### src/rtl/seg_scan_decoder.sv
`default_nettype none
// ==== seg_scan_decoder : rebuilds 4 BCD digits from a scanned 7-seg bus ====
// ==== Revision 1.0                                                      ====

module seg_scan_decoder #(
  parameter int SETTLE_CYCLES  = 16,
  parameter int TIMEOUT_CYCLES = 2000000
) (
  input  logic       clk,
  input  logic       rst,
  input  logic [6:0] seg_data,
  input  logic [3:0] AN,
  output logic [3:0] dig_0,
  output logic [3:0] dig_1,
  output logic [3:0] dig_2,
  output logic [3:0] dig_3,
  output logic       frame_valid,
  output logic       bad_seg,
  output logic       stale
);

  localparam int C_CW = $clog2(SETTLE_CYCLES + 1);
  localparam int C_TW = $clog2(TIMEOUT_CYCLES + 1);
  localparam logic [C_CW-1:0] C_SETTLE_MAX  = C_CW'(SETTLE_CYCLES);
  localparam logic [C_CW-1:0] C_SETTLE_PRE  = C_CW'(SETTLE_CYCLES - 1);
  localparam logic [C_TW-1:0] C_TIMEOUT_MAX = C_TW'(TIMEOUT_CYCLES);

  logic [6:0]      s_seg_q, s_seg_d;
  logic [3:0]      s_an_q, s_an_d;
  logic [C_CW-1:0] stab_q, stab_d;
  logic [3:0][3:0] shadow_q, shadow_d;
  logic [3:0]      mask_q, mask_d;
  logic [3:0][3:0] dig_q, dig_d;
  logic            fv_q, fv_d;
  logic            bad_q, bad_d;
  logic [C_TW-1:0] tcnt_q, tcnt_d;

  logic            w_same;
  logic            w_an_ok;
  logic            w_capture;
  logic [1:0]      w_cap_idx;
  logic [3:0]      w_cap_val;

  function automatic logic [3:0] seg_decode(input logic [6:0] s);
    case (s)
      7'h40:        seg_decode = 4'd0;
      7'h79:        seg_decode = 4'd1;
      7'h24:        seg_decode = 4'd2;
      7'h30:        seg_decode = 4'd3;
      7'h19:        seg_decode = 4'd4;
      7'h12:        seg_decode = 4'd5;
      7'h02:        seg_decode = 4'd6;
      7'h78:        seg_decode = 4'd7;
      7'h00:        seg_decode = 4'd8;
      7'h10, 7'h18: seg_decode = 4'd9;
      7'h7F:        seg_decode = 4'hF;
      default:      seg_decode = 4'hE;
    endcase
  endfunction

  always_comb begin
    s_seg_d = seg_data;
    s_an_d  = AN;

    // The counter value after an edge is the run length of identical samples
    // ending with the sample taken at that edge, so the incoming sample is
    // compared against the current registered one.
    w_same  = ({AN, seg_data} == {s_an_q, s_seg_q});
    if (!w_same) begin
      stab_d = C_CW'(1);
    end else if (stab_q == C_SETTLE_MAX) begin
      stab_d = stab_q;
    end else begin
      stab_d = stab_q + C_CW'(1);
    end

    w_an_ok   = $onehot(~s_an_q);
    w_capture = w_same && (stab_q == C_SETTLE_PRE) && w_an_ok;
    w_cap_val = seg_decode(s_seg_q);
    w_cap_idx = 2'd0;
    for (int i = 0; i < 4; i++) begin
      if (!s_an_q[i]) w_cap_idx = 2'(i);
    end

    shadow_d = shadow_q;
    mask_d   = mask_q;
    dig_d    = dig_q;
    fv_d     = 1'b0;
    bad_d    = bad_q;

    if (w_capture) begin
      shadow_d[w_cap_idx] = w_cap_val;
      mask_d[w_cap_idx]   = 1'b1;
      if (w_cap_val == 4'hE) bad_d = 1'b1;
      if (mask_d == 4'hF) begin
        dig_d  = shadow_d;
        fv_d   = 1'b1;
        mask_d = 4'h0;
      end
    end

    if (fv_d) begin
      tcnt_d = '0;
    end else if (tcnt_q == C_TIMEOUT_MAX) begin
      tcnt_d = tcnt_q;
    end else begin
      tcnt_d = tcnt_q + C_TW'(1);
    end
  end

  always_ff @(posedge clk) begin
    if (rst) begin
      s_seg_q  <= 7'h7F;
      s_an_q   <= 4'hF;
      stab_q   <= '0;
      shadow_q <= {4{4'hF}};
      mask_q   <= 4'h0;
      dig_q    <= {4{4'hF}};
      fv_q     <= 1'b0;
      bad_q    <= 1'b0;
      tcnt_q   <= '0;
    end else begin
      s_seg_q  <= s_seg_d;
      s_an_q   <= s_an_d;
      stab_q   <= stab_d;
      shadow_q <= shadow_d;
      mask_q   <= mask_d;
      dig_q    <= dig_d;
      fv_q     <= fv_d;
      bad_q    <= bad_d;
      tcnt_q   <= tcnt_d;
    end
  end

  assign dig_0       = dig_q[0];
  assign dig_1       = dig_q[1];
  assign dig_2       = dig_q[2];
  assign dig_3       = dig_q[3];
  assign frame_valid = fv_q;
  assign bad_seg     = bad_q;
  assign stale       = (tcnt_q == C_TIMEOUT_MAX);

endmodule

`default_nettype wire

### config.mk
export PLATFORM = sky130hd
export DESIGN_NAME = seg_scan_decoder
export DESIGN_NICKNAME = d
export VERILOG_FILES = /design/src/rtl/seg_scan_decoder.sv
export SDC_FILE = /design/constraint.sdc
export NUM_CORES = 1
export LEC_CHECK = 0
export CAP_MARGIN = 20
export CELL_PAD_IN_SITES_DETAIL_PLACEMENT = 1
export CELL_PAD_IN_SITES_GLOBAL_PLACEMENT = 2
export CORE_MARGIN = 2
export CORE_UTILIZATION = 25
export DETAILED_ROUTE_END_ITERATION = 8
export PLACE_DENSITY_LB_ADDON = 0.1
export SYNTH_ARGS = -nofsm -noshare
export SYNTH_HDL_FRONTEND = slang
export SYNTH_SLANG_ARGS = --single-unit
### constraint.sdc
create_clock -name clk -period 3.18 [get_ports clk]
set_clock_uncertainty 0.15 [all_clocks]
set_input_delay 0.318 -clock clk [delete_from_list [all_inputs] [get_ports clk]]
set_output_delay 0.318 -clock clk [all_outputs]
set_load 0.1 [all_outputs]
Word-level counts from Yosys, hierarchy flattened

Cells that the tools add are included.
W data, S select, Z words.

Add/sub/neg operators: 5
Order comparisons: 2
Equal/unequal tests: 19
Muxes and demuxes: 14
Bitwise operators: 3
Reduce and logical (&&, ||, !) cells: 9

Operators by type and width:

| cell                    | number |
|---|---|
| $pmux W4 S11            | 1 |
| $eq A7 B5 Y1 const B    | 4 |
| $eq A7 B7 Y1 const B    | 4 |
| $add A21 B1 Y21 const B | 1 |
| $eq A21 B21 Y1 const B  | 1 |
| $bwmux W16              | 1 |
| $eq A7 B6 Y1 const B    | 2 |
| $eq A11 B11 Y1          | 1 |
| $demux W4 S2            | 1 |
| $eq A4 B4 Y1 const B    | 2 |
| $mux W4                 | 2 |
| $eq A7 B2 Y1 const B    | 1 |
| $logic_not A7 Y1        | 1 |
| $mux W1                 | 6 |
| $reduce_or A2 Y1        | 3 |
| $add A5 B1 Y5 const B   | 1 |
| $eq A5 B4 Y1 const B    | 1 |
| $eq A5 B5 Y1 const B    | 1 |
| $add A1 B1 Y2           | 2 |
| $mux W2                 | 2 |
| $not A4 Y4              | 1 |
| $or A4 B4 Y4            | 1 |
| $reduce_and A2 Y1       | 2 |
| $add A2 B2 Y3           | 1 |
| other kinds (7)         | 9 |

Bits in registers: 75
Input port bits: 13
Output and inout port bits: 19
Logic and storage cells: 68

Depth between registers and ports, before layout

Depth in word-level cells: 12
Depth in mapped cells: 10
Mapped depth without buffers: 9

Worst setup path after synthesis

No wires, ideal clock.

Path type: reg-to-reg
From: register tcnt_q[3]
To: register tcnt_q[2]
Library setup time: 0.119 ns
Arrival time: 3.411 ns
Data required time: 2.911 ns
Path slack: -0.499 ns
Cell stages (with the launch flop): 6
Path buffers: 0
Period minus slack after synthesis: 3.679 ns
Path through: dfxtp_1 > nor4_1 > nand3_1 > nor3_1 > or3b_2 > a21oi_1

Longest elaborated chain between the ends: 1

Ends and longest elaborated chain:

| item                   | RTL line | source |
|---|---|---|
| from (decl)            | 36       | `logic [C_TW-1:0] tcnt_q, tcnt_d;` |
| from (signal assigned) | 131      | `tcnt_q <= tcnt_d;` |
| $eq A21 B21 Y1         | n/a      |  |
| net stale              | 19       | `output logic stale` |

The timed path passes the listed nets, and every way through them passes these cells.
A chain may end at the register's enable or synchronous reset.

Final worst setup path

From: register s_an_q[1]
To: register shadow_q[0] (netlist name)

Longest elaborated chain between the ends: 8
Elaborated cells on any way between the ends: 16
Classes of those cells: add/sub: 2; order compare: 2; eq/ne: 2; mux: 6; bitwise: 1; reduce/logical: 3

Ends and longest elaborated chain:

| item                                                                      | RTL line | source |
|---|---|---|
| from (decl)                                                               | 29       | `logic [3:0] s_an_q, s_an_d;` |
| from (signal assigned)                                                    | 124      | `s_an_q <= s_an_d;` |
| $mux W1                                                                   | 82       | `if (!s_an_q[i]) w_cap_idx = 2'(i);` |
| $mux W2 (2 in series)                                                     | 82       |  |
| $lt A2 B3 Y1 (implied by the code) / $ge A2 B1 Y1 (equally long branches) | 92       | `shadow_d[w_cap_idx] = w_cap_val;` |
| $logic_and A1 B1 Y1 (implied by the code)                                 | 92       |  |
| $mux W4 (implied by the code)                                             | 92       |  |
| $demux W4 S2                                                              | 92       |  |
| $bwmux W16                                                                | 92       |  |
| to (signal assigned)                                                      | 116      | `shadow_q <= {4{4'hF}};` |
| to (signal assigned)                                                      | 126      | `shadow_q <= shadow_d;` |
| to (decl)                                                                 | 31       | `logic [3:0][3:0] shadow_q, shadow_d;` |

Parallel ways exist; a longest one is shown, timed or not.

==> results.cfg <==
[setup_path]
critical_path_peak_fanout = 6
critPathLaunchType = flop
timing_worst_setup_path_type = reg -> reg
rr_worst_depth = 10
cp.arrival_ps = 3100
end_kind = flop
setup.reg_to_reg.worst_slack_ps = 160
critical_path.cell_chain = fa_1, inv_1, ha_1, ha_1, and4bb_2, nand4_1, nor4_4, buf_4, mux2i_1, nand2_1
cp_common_cell = sky130_fd_sc_hd__ha_1
timing.critical_path.slowest_stage_cell = sky130_fd_sc_hd__fa_1
regToRegEndpoint = shadow_q[0]$_SDFFE_PP1P_
timing.critical_path.slowest_cell_delay_ps = 520
launch_instance_of_the_worst_register_to_register_path = s_an_q[1]$_SDFF_PP1_
critical_path_required_ps = 3260

[cts]
source_to_sink_clock_delay_at_the_later_pin_of_the_worst_skew_pair_ps = 340
cts.clk_slew.worst_paths_ps = 60
cts_max_path_buffers = 2
clockRootBuffer = sky130_fd_sc_hd__clkbuf_16
tritoncts = yes
cts-hold-fix-buffers = 0
cts_htree_levels = 3
cts_num_sinks = 75
cts-buffers-inserted = 9

[grt]
grt_pass1_vias = 2942
grt_use_total_pct = 13.4
grt_start_max_net_pins = 36
globalRouteMet3Util_pct = 4.35
grt_pass1_wl_mm = 16.3
global_route.peak_usage_layer = met2
grt_antenna_before_repair = 0
globalRouteOverflowTotal = 0
gr-usage-met2_pct = 23.0
grt_use_met1_pct = 15.7

[routing]
avgViaCountPerCell = 4.72
first_iter_violations = 70
ant_nets = 0
drc = 0
vias = 2819
route.detailed.wl_per_inst_um = 16.2
wl_mm = 9.65
drt_pre_antenna_iters = 4

[floorplan]
row_count = 43
die_area_sq_mm = 0.0154
dieHeight_um = 124
io-pin-count = 32
floorplan.initialDensity_pct = 25.8
core_region_area_sq_mm = 0.0140
die_w_um = 124

[hold_path]
hold-path-cell-count = 2
hp-start = shadow_q[3]$_SDFFE_PP1P_
worst_hold_path_type = reg -> reg
holdPathEnd = shadow_q[3]$_SDFFE_PP1P_

[placed_design]
dp_hpwl_mm = 6.81
buffer_ports.inserted = 31
gp_congestion = 0.678
post-place-ws_ps = 119

[synth]
synth_edf_count = 0
avgSynthCellArea_sq_um = 9.53
synth_top_area_cell = sky130_fd_sc_hd__dfxtp_1
yosys.cell_types.count = 62
synthFlopType = sky130_fd_sc_hd__dfxtp_1
synth_nets = 400
netlist_area_sq_mm = 0.00361
syn-instance-count = 379
yosysWarningCount = 0
synth.top_cell.area_share_pct = 41.6
asyncSetResetFlopFracSynth_pct = 0
synth-seq-cells = 75
synth_seq_area_share_pct = 41.6
synth.area.top_cells = sky130_fd_sc_hd__dfxtp_1, sky130_fd_sc_hd__xnor2_1, sky130_fd_sc_hd__mux2i_1, sky130_fd_sc_hd__nor2_1, sky130_fd_sc_hd__xor2_1

[sta]
worst-slew-pin-transition_ps = 958
rsz_0062_raised_after_global_routing = no
finalWorstSetupSlack_ps = 159
period_share_pct = 95.0
maxSlewHeadroom_pct = 35.9
setup_total_negative_slack_ps = 0
hold_viol = 0
setup-violations-final = 0
final.min_clock_period_ps = 3020
highest_clock_rate_ghz = 0.331
drv_slew = 0

[pwr]
total_power_uw = 2390
powerDensity_mw_per_mm2 = 539
peak_supply_drop_uv = 222
p_leak_uw = 0.00166

[cells_and_area]
design.final.nets = 434
multiInputGateArea_sq_mm = 0.00192
antenna_cells = 0
regArea_sq_mm = 0.00150
synthToLayoutAreaGrowth_pct = 22.8
drive_gt1_share_pct = 18.9
fillers = 1605

[run]
cap_viol_max_count = 0

[run_status]
status = finished, final reports clean
==> layer usage <==
layer / part of all wire (%) / routed length [um]
met5: 0 / 0
met4: 1.5 / 149
met3: 3.6 / 345
met2: 49 / 4760
met1: 45 / 4390
==> Yosys cell counts, types with 4 or more instances <==
cell and n:
sky130_fd_sc_hd__dfxtp_1 75, sky130_fd_sc_hd__nor2_1 36, sky130_fd_sc_hd__nand2_1 20, sky130_fd_sc_hd__xnor2_1 20, sky130_fd_sc_hd__mux2i_1 17, sky130_fd_sc_hd__inv_1 16
sky130_fd_sc_hd__xor2_1 14, sky130_fd_sc_hd__or2_2 13, sky130_fd_sc_hd__a2bb2oi_1 12, sky130_fd_sc_hd__nand3_1 11, sky130_fd_sc_hd__nor3_1 11, sky130_fd_sc_hd__a211oi_1 10
sky130_fd_sc_hd__nand4_1 10, sky130_fd_sc_hd__nor4_1 10, sky130_fd_sc_hd__a21oi_1 8, sky130_fd_sc_hd__ha_1 7, sky130_fd_sc_hd__and3_1 6, sky130_fd_sc_hd__buf_2 6
sky130_fd_sc_hd__o21ai_0 6, sky130_fd_sc_hd__buf_4 5, sky130_fd_sc_hd__buf_6 4
==> layout by cell type (no fill, tap or decap), types with 4 or more instances in the layout <==
cell type	n
sky130_fd_sc_hd__nor3_1	10
sky130_fd_sc_hd__nand2_1	20
sky130_fd_sc_hd__a21oi_1	8
sky130_fd_sc_hd__inv_1	16
sky130_fd_sc_hd__mux2i_1	17
sky130_fd_sc_hd__clkdlybuf4s50_1	13
sky130_fd_sc_hd__and3_1	6
sky130_fd_sc_hd__xnor2_1	20
sky130_fd_sc_hd__a211oi_1	10
sky130_fd_sc_hd__o21ai_0	6
sky130_fd_sc_hd__xor2_1	14
sky130_fd_sc_hd__nand4_1	10
sky130_fd_sc_hd__ha_1	7
sky130_fd_sc_hd__nor4_1	10
sky130_fd_sc_hd__or2_2	13
sky130_fd_sc_hd__dfxtp_1	75
sky130_fd_sc_hd__nor2_1	36
sky130_fd_sc_hd__nand3_1	11
sky130_fd_sc_hd__a2bb2oi_1	12
sky130_fd_sc_hd__buf_4	28
sky130_fd_sc_hd__clkbuf_16	9
sky130_fd_sc_hd__bufinv_16	4
==> worst max path at each step <==
stage	start	to	slack, ps	cells after the start
2_1_floorplan	s_an_q[0]$_SDFF_PP1_	shadow_q[12]$_SDFFE_PP1P_	310	9
3_3_place_gp	s_an_q[1]$_SDFF_PP1_	shadow_q[4]$_SDFFE_PP1P_	180	9
3_5_place_dp	s_an_q[1]$_SDFF_PP1_	shadow_q[7]$_SDFFE_PP1P_	120	9
4_1_cts	s_an_q[1]$_SDFF_PP1_	shadow_q[7]$_SDFFE_PP1P_	110	9
5_1_grt	s_an_q[1]$_SDFF_PP1_	shadow_q[12]$_SDFFE_PP1P_	20	10
6_report	s_an_q[1]$_SDFF_PP1_	shadow_q[0]$_SDFFE_PP1P_	160	10
==> power breakdown <==
part / switching, uW / total [uW] / internal (uW) / leakage (uW)
Combinational: 83.0 / 150 / 67.0 / 0.000873
Clock: 406 / 1270 / 862 / 0.000179
Sequential: 21.6 / 973 / 951 / 0.000610
Total: 511 / 2390 / 1880 / 0.00166
==> area by class of cell <==
class | instances | share of cell area [%]
Clock buffer | 10 | 5.39
Clock inverter | 5 | 2.82
Inverter | 16 | 1.35
Multi-Input combinational cell | 268 | 43.3
Sequential cell | 75 | 33.9
Tap cell | 180 | 5.08
Timing Repair Buffer | 43 | 8.24
==> cell families after synthesis <==
| family | share of synthesized area, % |
|---|---|
| AND/OR/NAND/NOR | 23.6 |
| flip-flops | 41.6 |
| AO/OA/AOI/OAI | 13.5 |
| buffers and inverters | 5.47 |
| XOR/XNOR | 8.24 |
| multiplexers | 4.71 |
| adder cells (fa/ha/maj) | 2.98 |
==> state kept, by name, indices dropped and copies added (netlist names) <==
| name | cells |
|---|---|
| bad_seg | 1 |
| dig_0 | 4 |
| dig_1 | 4 |
| dig_2 | 4 |
| dig_3 | 4 |
| frame_valid | 1 |
| mask_q | 4 |
| s_an_q | 4 |
| s_seg_q | 7 |
| shadow_q | 16 |
| stab_q | 5 |
| tcnt_q | 21 |
==> worst max-delay path: cells and delay by family, from the launching register on <==
family        cells  cell delay (ps)
mux               1              200
flops             1              370
fa+ha+maj         3              950
simple gates      4              990
buf+inv           2              230
==> per-stage QoR <==
step | instance area (sq um) | utilization, % | cells | hold slack (ps)
floorplan | 3620 | - | 379 | 275
global placement | 4060 | 29.0 | 580 | 305
detailed placement | 4060 | 29.0 | 580 | 308
CTS | 4420 | 31.6 | 595 | 323
global route | 4430 | 31.7 | 597 | 342
finish | 4430 | 31.7 | 597 | 322
==> repair_timing <==
action                                 CTS  global route
setup endpoints to repair                0             4
resized for setup                        0             0
buffers inserted                         0             1
endpoints found under the hold margin    0             0
Power figures use the tool's default switching activity.
